==> src/rtl/pipe_ctrl_pkg.sv <==
`default_nettype none
// ============================================================================
// Module      : pipe_ctrl_pkg
// Description : Shared encodings and helpers for the pipeline stall/forward
//               controller.
// Revision    : 1.0 - initial release
// ============================================================================
package pipe_ctrl_pkg;

    localparam int unsigned MD_CYCLES_DEFAULT = 32;

    localparam logic [1:0] FWD_RF      = 2'b00;
    localparam logic [1:0] FWD_EX_ALU  = 2'b01;
    localparam logic [1:0] FWD_MEM_ALU = 2'b10;
    localparam logic [1:0] FWD_MEM_LD  = 2'b11;

    typedef enum logic [0:0] {
        RUN  = 1'b0,
        BUSY = 1'b1
    } md_state_t;

    // r0 is hard-wired to zero and never counts as a producer.
    function automatic logic reg_hit(input logic [4:0] dst, input logic [4:0] src);
        return (dst != 5'd0) && (dst == src);
    endfunction

endpackage
`default_nettype wire

==> src/rtl/pipe_stall_ctrl_if.sv <==
`default_nettype none
// ============================================================================
// Module      : pipe_stall_ctrl_if
// Description : ID/EX/MEM hazard information and stall/forward controls.
// Revision    : 1.0 - initial release
// ============================================================================
interface pipe_stall_ctrl_if;

    logic [4:0]  rs;
    logic [4:0]  rt;
    logic        usesrs;
    logic        usesrt;
    logic        mdstart;
    logic        ewreg;
    logic        em2reg;
    logic [4:0]  ern;
    logic        mwreg;
    logic        mm2reg;
    logic [4:0]  mrn;
    logic        wpcir;
    logic        dbubble;
    logic [1:0]  fwda;
    logic [1:0]  fwdb;
    logic        mdbusy;
    logic [15:0] stallcnt;

    modport master (
        output rs, rt, usesrs, usesrt, mdstart,
        output ewreg, em2reg, ern, mwreg, mm2reg, mrn,
        input  wpcir, dbubble, fwda, fwdb, mdbusy, stallcnt
    );

    modport slave (
        input  rs, rt, usesrs, usesrt, mdstart,
        input  ewreg, em2reg, ern, mwreg, mm2reg, mrn,
        output wpcir, dbubble, fwda, fwdb, mdbusy, stallcnt
    );

endinterface
`default_nettype wire

==> src/rtl/pipe_fwd_sel.sv <==
`default_nettype none
// ============================================================================
// Module      : pipe_fwd_sel
// Description : Forwarding source select for one ID operand.
// Revision    : 1.0 - initial release
// ============================================================================
module pipe_fwd_sel
    import pipe_ctrl_pkg::*;
(
    input  wire logic [4:0] i_src,
    input  wire logic       i_ewreg,
    input  wire logic       i_em2reg,
    input  wire logic [4:0] i_ern,
    input  wire logic       i_mwreg,
    input  wire logic       i_mm2reg,
    input  wire logic [4:0] i_mrn,
    output logic      [1:0] o_fwd
);

    // The youngest producer (EX) wins over the older one (MEM).
    always_comb begin
        o_fwd = FWD_RF;
        if (i_ewreg && !i_em2reg && reg_hit(i_ern, i_src)) begin
            o_fwd = FWD_EX_ALU;
        end else if (i_mwreg && !i_mm2reg && reg_hit(i_mrn, i_src)) begin
            o_fwd = FWD_MEM_ALU;
        end else if (i_mwreg && i_mm2reg && reg_hit(i_mrn, i_src)) begin
            o_fwd = FWD_MEM_LD;
        end
    end

endmodule
`default_nettype wire

==> src/rtl/pipe_stall_ctrl.sv <==
`default_nettype none
// ============================================================================
// Module      : pipe_stall_ctrl
// Description : Load-use stall, multi-cycle mul/div hold and operand
//               forwarding control with a saturating stall counter.
// Revision    : 1.0 - initial release
// ============================================================================
module pipe_stall_ctrl
    import pipe_ctrl_pkg::*;
#(
    parameter int unsigned MD_CYCLES = MD_CYCLES_DEFAULT
) (
    input  wire logic         clock,
    input  wire logic         resetn,
    pipe_stall_ctrl_if.slave  bus
);

    localparam logic [7:0] C_MD_LOAD = 8'(MD_CYCLES - 1);

    md_state_t   r_state_q;
    md_state_t   w_state_d;
    logic [7:0]  r_mdcnt_q;
    logic [7:0]  w_mdcnt_d;
    logic [15:0] r_stallcnt_q;
    logic [15:0] w_stallcnt_d;
    logic        w_lu;
    logic        w_wpcir;
    logic        w_dbubble;
    logic        w_mdbusy;
    logic [1:0]  w_fwda;
    logic [1:0]  w_fwdb;

    always_comb begin
        w_lu = bus.ewreg && bus.em2reg &&
               ((bus.usesrs && reg_hit(bus.ern, bus.rs)) ||
                (bus.usesrt && reg_hit(bus.ern, bus.rt)));
    end

    always_comb begin
        w_state_d = r_state_q;
        w_mdcnt_d = r_mdcnt_q;
        w_wpcir   = 1'b1;
        w_dbubble = 1'b0;
        w_mdbusy  = 1'b0;
        case (r_state_q)
            RUN: begin
                w_wpcir   = !w_lu;
                w_dbubble = w_lu;
                // A mul/div behind a load-use stall waits until the stall clears.
                if (bus.mdstart && !w_lu) begin
                    w_state_d = BUSY;
                    w_mdcnt_d = C_MD_LOAD;
                end
            end
            BUSY: begin
                w_wpcir   = 1'b0;
                w_dbubble = 1'b1;
                w_mdbusy  = 1'b1;
                if (r_mdcnt_q == 8'd0) begin
                    w_state_d = RUN;
                end else begin
                    w_mdcnt_d = r_mdcnt_q - 8'd1;
                end
            end
            default: begin
                w_state_d = RUN;
            end
        endcase
    end

    always_comb begin
        w_stallcnt_d = r_stallcnt_q;
        if (!w_wpcir && (r_stallcnt_q != 16'hFFFF)) begin
            w_stallcnt_d = r_stallcnt_q + 16'd1;
        end
    end

    always_ff @(posedge clock or negedge resetn) begin
        if (!resetn) begin
            r_state_q    <= RUN;
            r_mdcnt_q    <= 8'd0;
            r_stallcnt_q <= 16'd0;
        end else begin
            r_state_q    <= w_state_d;
            r_mdcnt_q    <= w_mdcnt_d;
            r_stallcnt_q <= w_stallcnt_d;
        end
    end

    pipe_fwd_sel u_fwd_a (
        .i_src    (bus.rs),
        .i_ewreg  (bus.ewreg),
        .i_em2reg (bus.em2reg),
        .i_ern    (bus.ern),
        .i_mwreg  (bus.mwreg),
        .i_mm2reg (bus.mm2reg),
        .i_mrn    (bus.mrn),
        .o_fwd    (w_fwda)
    );

    pipe_fwd_sel u_fwd_b (
        .i_src    (bus.rt),
        .i_ewreg  (bus.ewreg),
        .i_em2reg (bus.em2reg),
        .i_ern    (bus.ern),
        .i_mwreg  (bus.mwreg),
        .i_mm2reg (bus.mm2reg),
        .i_mrn    (bus.mrn),
        .o_fwd    (w_fwdb)
    );

    assign bus.wpcir    = w_wpcir;
    assign bus.dbubble  = w_dbubble;
    assign bus.mdbusy   = w_mdbusy;
    assign bus.fwda     = w_fwda;
    assign bus.fwdb     = w_fwdb;
    assign bus.stallcnt = r_stallcnt_q;

endmodule
`default_nettype wire

==> src/flat_wrapper.sv <==
// flat-port wrapper written by rule: the top's interface ports become plain ports
module pipe_stall_ctrl_flat import pipe_ctrl_pkg::*;
#(
    parameter int unsigned MD_CYCLES = MD_CYCLES_DEFAULT
)
  (clock, resetn, bus_rs, bus_rt, bus_usesrs, bus_usesrt, bus_mdstart, bus_ewreg, bus_em2reg, bus_ern, bus_mwreg, bus_mm2reg, bus_mrn, bus_wpcir, bus_dbubble, bus_fwda, bus_fwdb, bus_mdbusy, bus_stallcnt);
  pipe_stall_ctrl_if bus_i ();
  input  wire logic clock;
  input  wire logic resetn;
  input wire logic [$bits(bus_i.rs)-1:0] bus_rs;
  input wire logic [$bits(bus_i.rt)-1:0] bus_rt;
  input wire logic [$bits(bus_i.usesrs)-1:0] bus_usesrs;
  input wire logic [$bits(bus_i.usesrt)-1:0] bus_usesrt;
  input wire logic [$bits(bus_i.mdstart)-1:0] bus_mdstart;
  input wire logic [$bits(bus_i.ewreg)-1:0] bus_ewreg;
  input wire logic [$bits(bus_i.em2reg)-1:0] bus_em2reg;
  input wire logic [$bits(bus_i.ern)-1:0] bus_ern;
  input wire logic [$bits(bus_i.mwreg)-1:0] bus_mwreg;
  input wire logic [$bits(bus_i.mm2reg)-1:0] bus_mm2reg;
  input wire logic [$bits(bus_i.mrn)-1:0] bus_mrn;
  output wire logic [$bits(bus_i.wpcir)-1:0] bus_wpcir;
  output wire logic [$bits(bus_i.dbubble)-1:0] bus_dbubble;
  output wire logic [$bits(bus_i.fwda)-1:0] bus_fwda;
  output wire logic [$bits(bus_i.fwdb)-1:0] bus_fwdb;
  output wire logic [$bits(bus_i.mdbusy)-1:0] bus_mdbusy;
  output wire logic [$bits(bus_i.stallcnt)-1:0] bus_stallcnt;
  assign bus_i.rs = bus_rs;
  assign bus_i.rt = bus_rt;
  assign bus_i.usesrs = bus_usesrs;
  assign bus_i.usesrt = bus_usesrt;
  assign bus_i.mdstart = bus_mdstart;
  assign bus_i.ewreg = bus_ewreg;
  assign bus_i.em2reg = bus_em2reg;
  assign bus_i.ern = bus_ern;
  assign bus_i.mwreg = bus_mwreg;
  assign bus_i.mm2reg = bus_mm2reg;
  assign bus_i.mrn = bus_mrn;
  assign bus_wpcir = bus_i.wpcir;
  assign bus_dbubble = bus_i.dbubble;
  assign bus_fwda = bus_i.fwda;
  assign bus_fwdb = bus_i.fwdb;
  assign bus_mdbusy = bus_i.mdbusy;
  assign bus_stallcnt = bus_i.stallcnt;
  pipe_stall_ctrl #(.MD_CYCLES(MD_CYCLES)) u_core (.clock(clock), .resetn(resetn), .bus(bus_i));
endmodule
==> config.mk <==
export PLATFORM = sky130hd
export DESIGN_NAME = pipe_stall_ctrl_flat
export DESIGN_NICKNAME = d
export VERILOG_FILES = /design/src/rtl/pipe_ctrl_pkg.sv /design/src/rtl/pipe_stall_ctrl_if.sv /design/src/rtl/pipe_fwd_sel.sv /design/src/rtl/pipe_stall_ctrl.sv /design/src/flat_wrapper.sv
export SDC_FILE = /design/constraint.sdc
export NUM_CORES = 1
export LEC_CHECK = 0
export ABC_AREA = 0
export BUFFER_PORTS_ARGS = -buffer_cell sky130_fd_sc_hd__buf_2
export CAP_MARGIN = 20
export CORE_MARGIN = 2
export CORE_UTILIZATION = 42
export CTS_CLUSTER_SIZE = 14
export DETAILED_ROUTE_END_ITERATION = 10
export GPL_ROUTABILITY_DRIVEN = 0
export GPL_TIMING_DRIVEN = 0
export PLACE_DENSITY = 0.68
export RECOVER_POWER = 25
export SLEW_MARGIN = 10
export SYNTH_ARGS = -nofsm -noshare
export SYNTH_HDL_FRONTEND = slang
export SYNTH_SLANG_ARGS = --single-unit
export TNS_END_PERCENT = 10
==> constraint.sdc <==
create_clock -name clock -period 3.1 [get_ports clock]
set_clock_uncertainty 0.05 [all_clocks]
set_input_delay 0 -clock clock [delete_from_list [all_inputs] [get_ports clock]]
set_output_delay 0 -clock clock [all_outputs]
set_load 0.01 [all_outputs]
== Word-level counts from Yosys, hierarchy flattened ==
Index checks and enable logic that the tools add are counted.
Cells by class
  add/subtract/negate cells: 2
  equality and inequality tests: 7
  mux-type cells: 15
  bitwise operators: 1
  reductions and logical operators: 28
Operators by type and width (count)
  $eq 5x5->1: 4
  $logic_and 1x1->1: 19
  $add 16x1->16 const B: 1
  $mux 8: 2
  $ne 16x16->1 const B: 1
  $pmux 8 s2: 1
  $mux 2: 6
  $reduce_bool 5->1: 2
  $logic_not 8->1: 1
  $sub 8x1->8 const B: 1
  $pmux 1 s2: 3
  $logic_not 1->1: 4
  $mux 1: 3
  $ne 2x1->1 const B: 1
  $ne 2x2->1 const B: 1
  $reduce_and 2->1: 1
  $logic_or 1x1->1: 1
  $not 1->1: 1
Word-level totals
  register bits: 25
  input bits: 29
  output and inout bits: 23

== Longest topological paths before layout ==
  depth in word-level cells: 9
  gate-level depth with buffers: 8
  mapped depth without buffers: 7

== Cells and area by module ==
A second synthesis with hierarchy kept.
Unflattened totals
  cell total of the unflattened synthesis: 192
  area total of the unflattened synthesis: 1759.2 µm²
By module, submodules not included
  pipe_stall_ctrl: instances 1, cells an instance 144, area an instance 1428.9 µm²
  pipe_fwd_sel: instances 2, cells an instance 24, area an instance 165.2 µm²

== Least setup slack after synthesis ==
Ideal clock, no wire load.
  path type: reg2reg
  start: reg u_core.r_stallcnt_q[0] (netlist: u_core.bus.stallcnt[0])
  end: reg u_core.r_stallcnt_q[12] (netlist: u_core.bus.stallcnt[12])
  library setup time: 79 ps
  data arrival time: 1971 ps
  data required time: 2971 ps
  path slack: 1000 ps
  cell stages (with the launch flop): 9
  buffers on the path: 1
  period minus slack after synthesis: 2100 ps
  cell sequence: dfrtp_1 ha_1 and4_1 and3_1 a41oi_1 a31o_1 buf_6 and3_1 xor2_1
Between the ends
  cells in the longest elaborated chain, start to end: 2
RTL lines
  from (decl): line pipe_stall_ctrl.sv:24  | logic [15:0] r_stallcnt_q;
  from (signal assigned): line pipe_stall_ctrl.sv:86  | r_stallcnt_q <= w_stallcnt_d;
  parallel branches: the longest is 2 deep, another holds $add 16x1->16
Several ways; the timed one is not identified.
A chain may end at the register's enable or synchronous reset.

== Worst setup path after layout ==
  start: reg u_core.r_stallcnt_q[0] (netlist: u_core.bus.stallcnt[0])
  end: reg u_core.r_stallcnt_q[9] (netlist: u_core.bus.stallcnt[9])
The elaborated chain is that of the path after synthesis.

==> flow_summary.ini <==
[die]
start_util_pct = 43.7
die_h_um = 66.0
dieArea_um2 = 4350
row_count = 22
placeableCoreArea_um2 = 3690
die_x_um = 66.0
pin_count = 52

[clock_tree]
cts_root_buffer = clkbuf_8
clock_latency_ns = 0.27
cts_sinks = 25
cts.clk_slew.worst_paths_ns = 0.09
cts_setup_buffers = 0
cts_hold_buffers = 1
cts_buffer_depth = 2
cts_tree = yes
htreeDepth = 1
cts_resized = 0
cts_buffers = 3

[setup_path]
startpoint_type = flip-flop
critPathRequiredTime_ns = 3.24
critical_path_class = flip-flop to flip-flop
rr_startpoint = u_core.bus.stallcnt[0]$_DFFE_PN0P_
reg2reg_depth = 7
critPathSlowestCell = dfrtp_1
crit_chain = ha_1 -> and4_1 -> and3_1 -> a41oi_1 -> a31oi_2 -> nor3_1 -> xor2_1
cp_slowest_stage_delay_ns = 0.43
rrSetupSlack_ns = 0.83
cp_max_fo = 6
endpoint_kind = flip-flop
rr_endpoint = u_core.bus.stallcnt[9]$_DFFE_PN0P_
arrival_ns = 2.41

[detailed_routing]
dr_wl_met2_um = 1780
drcViolationCount = 0
drtIter0Drc = 86
detail-route-antenna-nets = 0
met3_length_um = 92
wirelength_um = 3590
routed.top_layer = met4
num_vias = 1429
vias_per_cell = 5.09
wl_met1_um = 1690
wl_per_cell_um = 12.8
first_pass_iters = 4

[final_layout]
fin_area_um2 = 1980
instances_no_fill = 281
nets = 266
fillers = 377
final_layout_size_suffix_gt1_share_pct = 26.6
final_common_cell = buf_2
final_cell_mix = buf_2, dfrtp_1, xnor2_1, nand3_1, nand2_1
utilization_pct = 53.8
antenna_cells = 0
area_delta_synth_final_pct = 23.0

[timing]
fin_crit_ns = 2.27
finalCritPeriodShare_pct = 73.3
finalSetupViolations = 0
tns_ns = 0
hold_viol = 0
whs_ns = 0.122
fmax_mhz = 440
tightest_slew_ns = 1.33
rsz0062_at_grt = false
relSlewSlack_pct = 11.7
slew_viol_final = 0

[global_routing]
antenna_found_initial = 0
grt_usage_pct = 18.5
grt_pass1_vias = 1468
grt_start_max_net_pins = 26
grt_pass1_wl_um = 6380
grt_overflow = 0

[yosys]
synth.distinct_cells = 37
postSynth.asyncResetShare_pct = 100
netlist_area_um2 = 1610
synthCells = 177
ys_seq_area_share_pct = 38.8
synth_ff_type = dfrtp_1
synth-edff-count = 0
yosys_warnings = 0
synth.net_count = 209
ys_ff_latch = 25
avgSynthCellArea_um2 = 9.11

[hold_path]
hp-start = bus_mdstart
hold_end = u_core.r_mdcnt_q[7]$_DFFE_PN0P_
hold_depth = 5
worstHoldPathType = input port to flip-flop

[placement]
placed_cells = 276
place_area_um2 = 1930
numPortBuffers = 51
dpl.hpwl_um = 2840

[power]
p_per_area_nw_per_um2 = 299
p_leak_nw = 0.934
ir_drop_v = 0.000273

[run_status]
status = complete, no violations

[flow_run]
max_cap_violations = 0
## cell type report
class / count / area (µm²) / share of cell area, %
flip-flops and latches: 25 / 626 / 31.5
clock buffers: 3 / 41.3 / 2.08
clock inverters: 1 / 5.00 / 0.252
inverters: 12 / 45.0 / 2.27
well taps: 48 / 60.1 / 3.03
multi-input cells: 138 / 927 / 46.8
repair buffers: 52 / 264 / 13.3
plain buffers: 2 / 15.0 / 0.757
## critical path, delay by kind of cell (launching register included)
family | cells | cell delay, ns
and+or+nand+nor | 3 | 0.75
AOI/OAI and AO/OA | 2 | 0.53
DFF | 1 | 0.43
adders and majority gates | 1 | 0.27
xor gates and xnor gates | 1 | 0.17
## logic make-up (layout without fill, tap and decap cells)
kind of cell	after synthesis	in the layout	share of synthesized area, %
buffers and inverters	14	70	3.72
muxes	2	2	1.40
adders and majority gates	3	3	2.33
DFF	25	25	38.8
and+or+nand+nor	71	71	22.7
AOI/OAI and AO/OA	33	33	15.3
xor gates and xnor gates	29	29	15.7
## cell usage after synthesis (2+ instances only)
| cell | number | share of area (%) |
|---|---|---|
| nor3_1 | 9 | 2.8 |
| nor4_1 | 2 | 0.78 |
| and3_1 | 4 | 1.6 |
| nand4_1 | 4 | 1.6 |
| dfrtp_1 | 25 | 39 |
| o21ai_1 | 7 | 2.2 |
| nand2_1 | 14 | 3.3 |
| inv_1 | 12 | 2.8 |
| a21oi_1 | 6 | 1.9 |
| nor2_1 | 9 | 2.1 |
| mux2_1 | 2 | 1.4 |
| ha_1 | 3 | 2.3 |
| nor3b_1 | 2 | 0.93 |
| xor2_1 | 9 | 4.9 |
| a31oi_1 | 6 | 2.3 |
| nand3_1 | 19 | 5.9 |
| a21o_1 | 3 | 1.4 |
| nand2b_1 | 2 | 0.78 |
| xnor2_1 | 20 | 11 |
| or4_1 | 2 | 0.93 |
## metal layers
metal	up-vias	GRT usage [%]
met5	-	0
met4	0	3.06
met3	2	3.58
met2	18	32.6
li1	745	-
met1	664	24.0
## report_power, final
group,internal (W),total [W],switching [W]
logic,0.0000350,0.0000752,0.0000403
registers,0.000326,0.000326,0
clock network,0.0000899,0.000192,0.000102
total,0.000451,0.000593,0.000142
## sequential cells by signal, summed over array words and instances (netlist names)
| signal | count |
|---|---|
| u_core.r_mdcnt_q | 8 |
| u_core.r_state_q | 1 |
| u_core.bus.stallcnt | 16 |
## how the worst max path moves through the flow
stage / start / end
after detailed placement: u_core.bus.stallcnt[0]$_DFFE_PN0P_ / u_core.bus.stallcnt[12]$_DFFE_PN0P_
final: u_core.bus.stallcnt[0]$_DFFE_PN0P_ / u_core.bus.stallcnt[9]$_DFFE_PN0P_
after CTS: u_core.bus.stallcnt[0]$_DFFE_PN0P_ / u_core.bus.stallcnt[9]$_DFFE_PN0P_
after global routing: u_core.bus.stallcnt[0]$_DFFE_PN0P_ / u_core.bus.stallcnt[9]$_DFFE_PN0P_
after floorplan: u_core.bus.stallcnt[0]$_DFFE_PN0P_ / u_core.bus.stallcnt[12]$_DFFE_PN0P_
after global placement: u_core.bus.stallcnt[0]$_DFFE_PN0P_ / u_core.bus.stallcnt[9]$_DFFE_PN0P_
## metrics by stage
stage	total power (W)	setup slack, ns
2_1_floorplan	0.000368	1.00
6_report	0.000593	0.827
3_5_place_dp	0.000407	0.858
4_1_cts	0.000600	0.847
3_3_place_gp	0.000407	0.872
5_1_grt	0.000624	0.666
(Power assumes the default switching activity.)
